--- src/rtl/single_max_reduce.sv ---
// Vector max reduction sequencer that time-shares one external pipelined single_max unit.
// Define SINGLE_MAX_REDUCE_INDEX_EN to add out_index (position of the winning element).
module single_max_reduce #(
  parameter int MAX_LATENCY = 2,
  parameter int COUNT_W     = 16
) (
  input  logic               clk,
  input  logic               rst,
  input  logic               start,
  input  logic [COUNT_W-1:0] len,
  input  logic [31:0]        in_data,
  input  logic               in_valid,
  output logic               in_ready,
  output logic [31:0]        out_data,
  output logic               out_valid,
  input  logic               out_ready,
  output logic               busy,
  output logic [31:0]        max_a,
  output logic [31:0]        max_b,
  input  logic [31:0]        max_z
`ifdef SINGLE_MAX_REDUCE_INDEX_EN
  ,
  output logic [COUNT_W-1:0] out_index
`endif
);

  localparam int LAT_W = (MAX_LATENCY < 1) ? 1 : $clog2(MAX_LATENCY + 1);
  localparam logic [LAT_W-1:0] LAT_LAST = LAT_W'(MAX_LATENCY);
  localparam logic [31:0] NEG_INF = 32'hFF80_0000;

  localparam logic [2:0] S_IDLE  = 3'd0;
  localparam logic [2:0] S_FIRST = 3'd1;
  localparam logic [2:0] S_FETCH = 3'd2;
  localparam logic [2:0] S_WAIT  = 3'd3;
  localparam logic [2:0] S_DONE  = 3'd4;

  logic [2:0]         state_q, state_d;
  logic [COUNT_W-1:0] rem_q, rem_d;
  logic [31:0]        acc_q, acc_d;
  logic [31:0]        max_a_q, max_a_d;
  logic [31:0]        max_b_q, max_b_d;
  logic [LAT_W-1:0]   lat_q, lat_d;
  logic               hs;
  logic               lat_done;

  assign in_ready  = (state_q == S_FIRST) || (state_q == S_FETCH);
  assign hs        = in_valid && in_ready;
  assign lat_done  = (state_q == S_WAIT) && (lat_q == LAT_LAST);
  assign busy      = (state_q != S_IDLE);
  assign out_valid = (state_q == S_DONE);
  assign out_data  = acc_q;
  assign max_a     = max_a_q;
  assign max_b     = max_b_q;

  always_comb begin
    state_d = state_q;
    rem_d   = rem_q;
    acc_d   = acc_q;
    max_a_d = max_a_q;
    max_b_d = max_b_q;
    lat_d   = lat_q;
    case (state_q)
      S_IDLE: begin
        if (start) begin
          rem_d = len;
          if (len == '0) begin
            acc_d   = NEG_INF;
            state_d = S_DONE;
          end else begin
            state_d = S_FIRST;
          end
        end
      end
      S_FIRST: begin
        // The first element seeds the accumulator directly; no compare is needed.
        if (hs) begin
          acc_d   = in_data;
          rem_d   = rem_q - COUNT_W'(1);
          state_d = (rem_q == COUNT_W'(1)) ? S_DONE : S_FETCH;
        end
      end
      S_FETCH: begin
        if (hs) begin
          max_a_d = acc_q;
          max_b_d = in_data;
          rem_d   = rem_q - COUNT_W'(1);
          lat_d   = '0;
          state_d = S_WAIT;
        end
      end
      S_WAIT: begin
        // Operands appear in the first WAIT cycle; max_z is valid MAX_LATENCY cycles later.
        if (lat_done) begin
          acc_d   = max_z;
          state_d = (rem_q == '0) ? S_DONE : S_FETCH;
        end else begin
          lat_d = lat_q + LAT_W'(1);
        end
      end
      S_DONE: begin
        if (out_ready) state_d = S_IDLE;
      end
      default: state_d = S_IDLE;
    endcase
  end

  always_ff @(posedge clk) begin
    if (rst) begin
      state_q <= S_IDLE;
      rem_q   <= '0;
      acc_q   <= '0;
      max_a_q <= '0;
      max_b_q <= '0;
      lat_q   <= '0;
    end else begin
      state_q <= state_d;
      rem_q   <= rem_d;
      acc_q   <= acc_d;
      max_a_q <= max_a_d;
      max_b_q <= max_b_d;
      lat_q   <= lat_d;
    end
  end

`ifdef SINGLE_MAX_REDUCE_INDEX_EN
  logic [COUNT_W-1:0] elem_q, elem_d;
  logic [COUNT_W-1:0] cur_q, cur_d;
  logic [COUNT_W-1:0] idx_q, idx_d;

  // Only a strict win by the new element moves the index, so ties keep the earliest one.
  always_comb begin
    elem_d = elem_q;
    cur_d  = cur_q;
    idx_d  = idx_q;
    case (state_q)
      S_IDLE: begin
        if (start) begin
          elem_d = '0;
          idx_d  = '0;
        end
      end
      S_FIRST: if (hs) elem_d = elem_q + COUNT_W'(1);
      S_FETCH: begin
        if (hs) begin
          cur_d  = elem_q;
          elem_d = elem_q + COUNT_W'(1);
        end
      end
      S_WAIT: begin
        if (lat_done && (max_z == max_b_q) && (max_z != max_a_q)) idx_d = cur_q;
      end
      default: ;
    endcase
  end

  always_ff @(posedge clk) begin
    if (rst) begin
      elem_q <= '0;
      cur_q  <= '0;
      idx_q  <= '0;
    end else begin
      elem_q <= elem_d;
      cur_q  <= cur_d;
      idx_q  <= idx_d;
    end
  end

  assign out_index = idx_q;
`endif

endmodule

--- config.mk ---
export PLATFORM = sky130hd
export DESIGN_NAME = single_max_reduce
export DESIGN_NICKNAME = d
export VERILOG_FILES = /design/src/rtl/single_max_reduce.sv
export SDC_FILE = /design/constraint.sdc
export NUM_CORES = 1
export LEC_CHECK = 0
export BUFFER_PORTS_ARGS = -buffer_cell sky130_fd_sc_hd__buf_2
export CORE_MARGIN = 5
export CORE_UTILIZATION = 44
export DETAILED_ROUTE_END_ITERATION = 7
export PLACE_DENSITY = 0.76
export SYNTH_ARGS = -nofsm -noshare
export SYNTH_HDL_FRONTEND = slang
export SYNTH_SLANG_ARGS = --single-unit
--- constraint.sdc ---
create_clock -name clk -period 1.9 [get_ports clk]
set_clock_uncertainty 0.1 [all_clocks]
set_input_delay 0.095 -clock clk [delete_from_list [all_inputs] [get_ports clk]]
set_output_delay 0.095 -clock clk [all_outputs]
set_load 0.02 [all_outputs]
# Yosys cells after proc, flatten, opt, wreduce, memory -nomap -nowiden
# Cells that the tools add are included.
totals:
  word_cells: 58
  regBits: 117
  inputBits: 85
op_classes:
  n_eq_ne: 14
  addsub: 2
  muxes: 20
  reduce_logical: 16
ops:
  columns: ["op", "count"]
  rows:
  - ["2-to-1 mux 32 bit", 4]
  - ["case mux 32 bit (3 select lines)", 1]
  - ["logical NOT 16 bit", 2]
  - ["2-to-1 mux 16 bit", 2]
  - ["case mux 16 bit (2 select lines)", 1]
  - ["2-to-1 mux 3 bit", 8]
  - ["== test 16 x 1 -> 1 bit, second input constant", 1]
  - ["subtractor 16 x 1 -> 16 bit, second input constant", 1]
  - ["case mux 3 bit (5 select lines)", 1]
  - ["!= test 2 bit, second input constant", 6]
  - ["AND reduction 5 bit", 2]
  - ["== test 3 x 2 -> 1 bit, second input constant", 2]
  - ["AND reduction 3 bit", 2]
  - ["nonzero test 3 bit", 2]
  - ["2-to-1 mux 2 bit", 2]
  - ["!= test 2 x 1 -> 1 bit, second input constant", 2]
  - ["case mux 2 bit (2 select lines)", 1]
  - ["nonzero test 2 bit", 2]
  - ["== test 3 x 1 -> 1 bit, second input constant", 1]
  - ["== test 3 bit, second input constant", 1]
  - ["logical NOT 3 bit", 1]
  - ["adder 2 x 1 -> 2 bit, second input constant", 1]
  - ["== test 2 bit, second input constant", 1]
  - ["logical AND 1 bit", 2]
  - ["3 further kinds", 3]

# Longest topological paths before layout
# Gate-level depths: netlist of run 1.
depth:
  depth_word: 5
  mapped_depth: 9
  depth_no_buf: 7

# Worst setup path after synthesis of run 1
# Ideal clock, no wire load.
synth_timing:
  path_kind: "register -> register"
  startpoint: "register rem_q[0]"
  endpoint: "register rem_q[10]"
  required_time_ps: 1723
  stages_incl_launch_ff: 8
  path_buffers: 0
  path_slack_ps: -138
  t_arrival_ps: 1861
  path_cell_list: "dfxtp_1 -> inv_1 -> ha_1 -> nor3b_2 -> nand2_2 -> or3_1 -> or4_1 -> a41oi_2"
synth_via:
  elab_chain_len: 3
synth_lines:
  columns: ["element", "line", "rtl"]
  rows:
  - ["from (decl)", "38", "logic [COUNT_W-1:0] rem_q, rem_d;"]
  - ["from (signal assigned)", "117", "rem_q <= rem_d;"]
  - ["subtractor 16 x 1 -> 16 bit", "78, 86", null]
  - ["2-to-1 mux 16 bit", "76, 83", null]
  - ["case mux 16 bit (2 select lines)", "62", "case (state_q)"]
# Every way passes these cells. The select of a mux whose other input is x is not followed.
# A chain may end at the register's enable or synchronous reset.

# Worst setup path in the final report of run 1
layout_timing:
  startpoint: "register rem_q[1]"
  endpoint: "register rem_q[10]"
# Same word-level chain as after synthesis.

==> impl_metrics.ini, run 1 <==
[run_status]
outcome = complete, but fails checks
violations = setup timing

[yosys]
syn_area_mm2 = 0.00488
async_flop_share = 0
synth.distinct_cells = 49
yosys_warnings = 0
ys.flop_type = dfxtp_1
synth_edf_count = 0
postSynthCellCount = 614
ys_seq_area_frac = 0.480
synthesis.nets = 702
syn_area_per_cell_um2 = 7.94
ys_ff_latch = 117

[timing]
rsz0062_at_grt = true
layout_setup_ws_ns = -0.0380
hold_viol = 0
period_needed_ns = 1.94
tightestPinTransition_ns = 0.561
max_slew_margin = 0.622
drv_slew = 0
fmax_mhz = 516
setup_viol = 6
fin_crit_sh = 1.02

[layout]
syn2layout_area_growth_pct = 73.8
drive_gt1_frac = 0.378
fin_util = 0.782
finalNetCount = 1015

[critical_path]
crit_path_start_kind = flip-flop
path_max_fanout = 2
endpoint_kind = flip-flop
worstPathRequired_ns = 2.25
critical_path_class = flip-flop to flip-flop
cp.arrival_ns = 2.29

[clocking]
clockBufferDepth = 2
h-tree-depth = 4
cts_tree = done
cts.reportedPaths.clkPinSlew_ns = 0.06
cts_sinks = 117
clockRootBuffer = clkbuf_8
cts_buffers = 17
clk_latency_ns = 0.53

[power_and_ir_drop]
peakVddDrop_uv = 615
powerDensity_mw_per_mm2 = 1010
cellLeakagePower_uw = 0.00359
power_uw = 8580

[hold_path]
min_path_type = input pin to flip-flop

[detailed_routing]
drtPass1Iterations = 6
drt-total-wl_um = 20500
num_vias = 6161
drc = 0
dr.first_iter.drc_count = 587
ant_nets = 0
wire_per_inst_um = 19.0
avgViaCountPerCell = 5.70

[grt]
grt_pass1_wl_um = 30600
grt-ovfl-total = 0
grt_pass1_vias = 6183
track_usage = 0.292
grt_max_degree = 76
antenna_found_initial = 1

[placed_design]
post-dp-hpwl_um = 11200
port-buffer-count = 183
gp_congestion = 0.870

[floorplanning]
core_mm2 = 0.0108
placementRows = 38
io-pin-count = 184
die-area_mm2 = 0.0133
start_util = 0.450
die_w_um = 115
die_h_um = 115

[flow_run]
drv_cap = 0
-- metal layers --
layer  up-vias  wire length [um]  GRT usage
li1       2803                 -          -
met1      2838              7320      0.316
met2       432             10300      0.510
met5         -                 0          0
met3        88              2040     0.0900
met4         0               885      0.153
-- cell families after synthesis --
family                     after synthesis  synth area share
AOI/OAI and AO/OA                      173             0.223
xor gates and xnor gates                 1           0.00180
adders and majority gates                3           0.00770
buffers and inverters                   60            0.0485
DFF                                    117             0.480
muxes                                    2           0.00436
and+or+nand+nor                        258             0.235
-- cells in the mapped netlist, types with 2 or more instances --
cell type  count  area share
nand2_1      150        0.12
dfxtp_1      117        0.48
a21oi_1       99        0.10
clkbuf_1      40       0.031
nor3_1        34       0.035
nor2_1        33       0.025
a221oi_1      23       0.041
o21ai_0       14       0.014
inv_1         13       0.010
o221ai_1       9       0.016
buf_2          6      0.0062
nor4_1         6      0.0077
o211ai_1       5      0.0077
or3_1          5      0.0064
nand2b_1       4      0.0051
nand3_1        4      0.0041
o32ai_1        4      0.0072
or2_2          4      0.0051
a21o_1         3      0.0046
ha_1           3      0.0077
nand4_1        3      0.0038
o31ai_1        3      0.0046
a211oi_1       2      0.0031
and2_1         2      0.0026
and3_1         2      0.0026
nor2b_1        2      0.0026
or4_1          2      0.0031
-- path summary, 6_finish.rpt --
kind              startpoint    endpoint  slack [ns]  cells past startpoint
setup / recovery    rem_q[1]   rem_q[10]       -0.04                      7
hold / removal        len[8]  state_q[0]        0.12                      5
setup reg to reg    rem_q[1]   rem_q[10]       -0.04                      7
hold reg to reg    max_a[21]   max_a[21]        0.35                      2
-- cells in the final DEF (no fill, tap or decap), types with 8 or more instances in the layout --
cell | netlist | final
o221ai_1 | 9 | 8
clkbuf_16 | 0 | 18
buf_4 | 1 | 54
o21ai_0 | 14 | 14
dlygate4sd3_1 | 0 | 84
a221oi_4 | 0 | 15
a21oi_1 | 99 | 97
buf_12 | 0 | 9
nand2_1 | 150 | 149
nor2_1 | 33 | 31
a221oi_2 | 1 | 8
buf_2 | 6 | 181
dfxtp_1 | 117 | 113
inv_1 | 13 | 9
nor3_1 | 34 | 27
buf_6 | 0 | 9
-- worst max-delay path: stages (launching register included) --
cell	delay (ns)
dfxtp_2	0.32
inv_2	0.07
ha_4	0.14
nor3b_4	0.20
nand2_2	0.08
or3_4	0.35
or4_4	0.44
a41oi_2	0.17
-- layout make-up --
cell class / instances / area (um2)
antenna: 1 / 2.50
clock buffer: 20 / 455
clock inverter: 12 / 128
fill: 677 / 2370
inverter: 13 / 51.3
multi-input combinational: 437 / 2770
sequential: 117 / 2350
tap: 140 / 175
timing repair buffer: 341 / 2540
-- sequential cells by signal, indices dropped and copies added (netlist names) --
name / count
out_data: 32
rem_q: 16
max_b: 32
max_a: 32
state_q: 3
lat_q: 2
-- metrics by stage --
stage | cell area (um2) | std cells | TNS, ns | hold WS, ns | setup WS, ns
2_1_floorplan | 4880 | 614 | -0.0965 | 0.131 | -0.0965
3_3_place_gp | 6290 | 942 | -2.77 | 0.249 | -0.170
4_1_cts | 8090 | 1070 | -0.0517 | 0.0221 | -0.0517
3_5_place_dp | 6290 | 942 | -4.59 | 0.257 | -0.226
6_report | 8470 | 1081 | -0.120 | 0.124 | -0.0380
5_1_grt | 8470 | 1081 | -0.999 | 0.175 | -0.104
-- what timing repair did --
action,CTS,global route
hold buffers,85,0
pin swaps,7,16
endpoints found under the hold margin,90,0
endpoints found under the setup margin,37,46
buffers inserted,8,8
resized for setup,47,42
gates cloned,3,2
-- power breakdown --
group	internal (uW)	leakage, uW	switching, uW	total (uW)
clock	1960	0.000279	1160	3120
combinational	1240	0.00236	1390	2630
sequential	2650	0.000952	180	2830
(Power assumes the default switching activity.)
==> run 2: changes to the inputs <==
--- a/config.mk
+++ b/config.mk
@@ -6,10 +6,10 @@
 export NUM_CORES = 1
 export LEC_CHECK = 0
 export BUFFER_PORTS_ARGS = -buffer_cell sky130_fd_sc_hd__buf_2
-export CORE_MARGIN = 5
-export CORE_UTILIZATION = 44
+export CORE_MARGIN = 2
+export CORE_UTILIZATION = 49
 export DETAILED_ROUTE_END_ITERATION = 7
-export PLACE_DENSITY = 0.76
+export PLACE_DENSITY = 0.8
 export SYNTH_ARGS = -nofsm -noshare
 export SYNTH_HDL_FRONTEND = slang
 export SYNTH_SLANG_ARGS = --single-unit
==> constraint.sdc (replaced) <==
create_clock -name clk -period 2 [get_ports clk]
set_clock_uncertainty 0.1 [all_clocks]
set_input_delay 0.1 -clock clk [delete_from_list [all_inputs] [get_ports clk]]
set_output_delay 0.1 -clock clk [all_outputs]
set_load 0.02 [all_outputs]
==> impl_metrics.ini, run 2 (synthesis gave the netlist of run 1 again) <==
[run_status]
outcome = complete, but fails checks
violations = hold timing, setup timing

[floorplanning]
io-pin-count = 184
core_mm2 = 0.00973
die_h_um = 104
die-area_mm2 = 0.0108
placementRows = 36
die_w_um = 104
start_util = 0.501

[layout]
finalNetCount = 977
fillers = 547
final_cell_mix = buf_2, nand2_1, dfxtp_1
antenna_cells = 0
ff_latch_area_mm2 = 0.00235
syn2layout_area_growth_pct = 66.0
fin_cells = 1035
fin_util = 0.832
drive_gt1_frac = 0.351
multi_input_area_mm2 = 0.00269
final_common_cell = buf_2
final_area_mm2 = 0.00809

[detailed_routing]
ant_nets = 0
drc = 0
wire_per_inst_um = 20.3
drtPass1Iterations = 5
avgViaCountPerCell = 5.96
dr.first_iter.drc_count = 433
drt-total-wl_um = 21000
num_vias = 6168

[timing]
layout_setup_ws_ns = -0.0274
rsz0062_at_grt = true
holdWs_ns = -0.0255
max_slew_margin = 0.558
setup_viol = 4
drv_slew = 0
fmax_mhz = 493
setup_tns_ns = -0.0499
tightestPinTransition_ns = 0.661
fin_crit_sh = 1.01
period_needed_ns = 2.03
hold_viol = 1

[power_and_ir_drop]
cellLeakagePower_uw = 0.00347
powerDensity_mw_per_mm2 = 996
peakVddDrop_uv = 736

[critical_path]
path_cells = dlygate4sd3_1 > buf_2 > nor4_4 > nand4_1 > buf_4 > a221oi_4 > buf_6 > clkbuf_16 > nor2_1 > nor3_1
cpMaxStageDelayCell = dlygate4sd3_1
critPathBufInv = 5
cp.arrival_ns = 2.34
path_max_fanout = 10
crit_path_start_kind = input pin
critical_path.max_stage_delay_ns = 0.57
cpLargestDelayFamily = buffers and inverters
worstPathRequired_ns = 2.31
critical_path_class = input pin to flip-flop
endpoint_kind = flip-flop

[grt]
grt_max_degree = 55
antenna_found_initial = 0
grt_pass1_wl_um = 28800
track_usage = 0.331
grt_pass1_vias = 6024
grt-ovfl-total = 0

[clocking]
cts_tree = done
h-tree-depth = 4
cts_sinks = 117
clockBufferDepth = 2
cts.reportedPaths.clkPinSlew_ns = 0.07
cts_buffers = 17
clockRootBuffer = clkbuf_8
clk_latency_ns = 0.52

[placed_design]
port-buffer-count = 183
gp_congestion = 0.886
dpl-instance-area_mm2 = 0.00613
post-dp-hpwl_um = 10700
placed_cells = 917

[flow_run]
drv_cap = 0

[hold_path]
min_path_type = input pin to flip-flop
[run 2: worst min-delay path, delay by kind of cell]
kind | cells | cell delay [ns]
AOI/OAI and AO/OA | 2 | 0.20
buffers and inverters | 1 | 0.24
[run 2: timing repair]
item | CTS | global route
setup buffers | 0 | 9
hold buffers | 84 | 0
gates cloned | 0 | 6
endpoints found under the setup margin | 25 | 38
endpoints found under the hold margin | 92 | 0
pin swaps | 1 | 16
resized for setup | 8 | 71
[run 2: power breakdown]
part           total [uW]  internal, uW  switching, uW
sequential           2700          2520            184
clock                3120          2000           1130
combinational        2240           978           1260
[run 2: cell type report]
| cell class | instances | share of cell area |
|---|---|---|
| multi-input combinational | 438 | 0.332 |
| sequential | 117 | 0.291 |
| timing repair buffer | 302 | 0.276 |
| clock buffer | 20 | 0.0563 |
| tap | 133 | 0.0206 |
| inverter | 13 | 0.00603 |
| clock inverter | 12 | 0.0187 |
[run 2: metal layers]
metal,share of wire,GRT usage
met1,0.36,0.348
met2,0.50,0.576
met3,0.082,0.0919
met4,0.066,0.222
met5,0,0
[run 2: worst paths after layout]
check,slack [ns],cells after the start,start,end
hold reg to reg,0.35,2,max_a[30],max_a[30]
setup / recovery,-0.03,10,len[3],out_data[10]
hold / removal,-0.03,3,len[5],rem_q[5]
setup reg to reg,-0.01,9,lat_q[0],out_data[10]
[run 2: stage by stage]
step	power (uW)	setup WS, ns
4_1_cts	7620	0.00410
6_report	8060	-0.0274
3_5_place_dp	4400	-0.0504
2_1_floorplan	3720	0.00353
5_1_grt	8320	-0.0564
3_3_place_gp	4350	0.0534
==> run 3: changes to the inputs <==
--- a/config.mk
+++ b/config.mk
@@ -6,6 +6,7 @@
 export NUM_CORES = 1
 export LEC_CHECK = 0
 export BUFFER_PORTS_ARGS = -buffer_cell sky130_fd_sc_hd__buf_2
+export CORE_ASPECT_RATIO = 1.75
 export CORE_MARGIN = 2
 export CORE_UTILIZATION = 49
 export DETAILED_ROUTE_END_ITERATION = 7
==> impl_metrics.ini, run 3 (synthesis gave the netlist of run 1 again) <==
[run_status]
outcome = complete, but fails checks
violations = hold timing

[placed_design]
gp_congestion = 0.885
port-buffer-count = 183
post-dp-hpwl_um = 11400
dpl-instance-area_mm2 = 0.00614
placed_cells = 916

[power_and_ir_drop]
powerDensity_mw_per_mm2 = 1030
cellLeakagePower_uw = 0.00325
peakVddDrop_uv = 801

[floorplanning]
die_h_um = 136
die-area_mm2 = 0.0108
placementRows = 48
start_util = 0.498
die_w_um = 79.4
core_mm2 = 0.00979
io-pin-count = 184

[critical_path]
critPathBufInv = 1
critical_path_class = flip-flop to flip-flop
crit_path_start_kind = flip-flop
cp.arrival_ns = 2.11
endpoint_kind = flip-flop
cpMaxStageDelayCell = or4_1
cpLargestDelayFamily = simple AND/OR/NAND/NOR gates
path_cells = nor4_4 > buf_4 > nand2_1 > or4_1 > a21oi_1 > o32ai_1
worstPathRequired_ns = 2.18
path_max_fanout = 4
critical_path.max_stage_delay_ns = 0.43

[layout]
final_cell_mix = buf_2, nand2_1, dfxtp_1
finalNetCount = 974
syn2layout_area_growth_pct = 56.1
final_common_cell = buf_2
drive_gt1_frac = 0.318
final_area_mm2 = 0.00761
fin_cells = 1023
antenna_cells = 0
fillers = 667

[timing]
holdWs_ns = -0.00225
fmax_mhz = 519
fin_crit_sh = 0.963
period_needed_ns = 1.93
max_slew_margin = 0.560
hold_viol = 1
tightestPinTransition_ns = 0.659
rsz0062_at_grt = true
drv_slew = 0
setup_viol = 0

[detailed_routing]
drt-total-wl_um = 18300
wire_per_inst_um = 17.9
num_vias = 5901
ant_nets = 0
avgViaCountPerCell = 5.77
dr.first_iter.drc_count = 494
drc = 0
drtPass1Iterations = 5

[grt]
antenna_found_initial = 0
grt_max_degree = 47
grt_pass1_vias = 5923
track_usage = 0.333
grt-ovfl-total = 0
grt_pass1_wl_um = 28300

[clocking]
clk_latency_ns = 0.41
h-tree-depth = 4
cts_sinks = 117
cts.reportedPaths.clkPinSlew_ns = 0.05
clockRootBuffer = clkbuf_16
cts_tree = done
cts_buffers = 17
clockBufferDepth = 2

[hold_path]
min_path_type = input pin to flip-flop

[flow_run]
drv_cap = 0
==> run 3: cell count changes in the layout (fill, tap and decap cells not counted), moves of 4 or more <==
cell	before	now
a221oi_2	18	3
a221oi_4	6	1
nor3_1	28	32
dlymetal6s4s_1	7	0
a221oi_1	0	20
buf_6	7	1
buf_2	169	182
buf_4	33	37
==> run 3: worst reg2reg max path: stages (launching register included) <==
cell     delay, ns
dfxtp_1       0.35
nor4_4        0.36
buf_4         0.19
nand2_1       0.09
or4_1         0.43
a21oi_1       0.19
o32ai_1       0.09
==> run 3: where the power goes <==
part | internal, uW | switching [uW]
Clock | 2120 | 1060
Combinational | 848 | 1140
Sequential | 2520 | 173
Total | 5480 | 2370
==> run 3: per-layer routing <==
metal	track usage	share of wire
met5	0	0
met4	0.204	0.053
met3	0.0837	0.077
met2	0.576	0.52
met1	0.360	0.35
==> run 3: final cells by class <==
type	count	area, um2	share of cell area
Tap cell	125	156	0.0205
Clock inverter	7	119	0.0156
Sequential cell	117	2350	0.309
Inverter	13	53.8	0.00707
Timing Repair Buffer	300	2030	0.267
Clock buffer	24	502	0.0659
Multi-Input combinational cell	437	2400	0.315
==> run 3: repair_timing <==
action | 4_1_cts | 5_1_grt
setup buffers | 0 | 0
hold buffers | 77 | 0
endpoints found under the hold margin | 82 | 0
pin swaps | 1 | 3
endpoints found under the setup margin | 25 | 35
gates resized for setup | 6 | 17
==> run 3: path summary, 6_finish.rpt <==
path	start	end	slack [ns]	cells after the start
worst max register to register	rem_q[5]	rem_q[11]	0.07	6
worst min register to register	max_b[22]	max_b[22]	0.35	2
worst max-delay path	rem_q[5]	rem_q[11]	0.07	6
worst min-delay path	max_z[26]	out_data[26]	-0.002	3
==> run 3: metrics by stage <==
stage | power [uW] | worst slack, ns | util | TNS, ns
2_1_floorplan | 3720 | 0.00353 | - | 0
3_3_place_gp | 4410 | 0.0697 | 0.628 | 0
3_5_place_dp | 4470 | -0.0795 | 0.628 | -0.561
4_1_cts | 7770 | 0.00346 | 0.770 | 0
5_1_grt | 8140 | -0.0406 | 0.777 | -0.224
6_report | 7850 | 0.0731 | 0.777 | 0
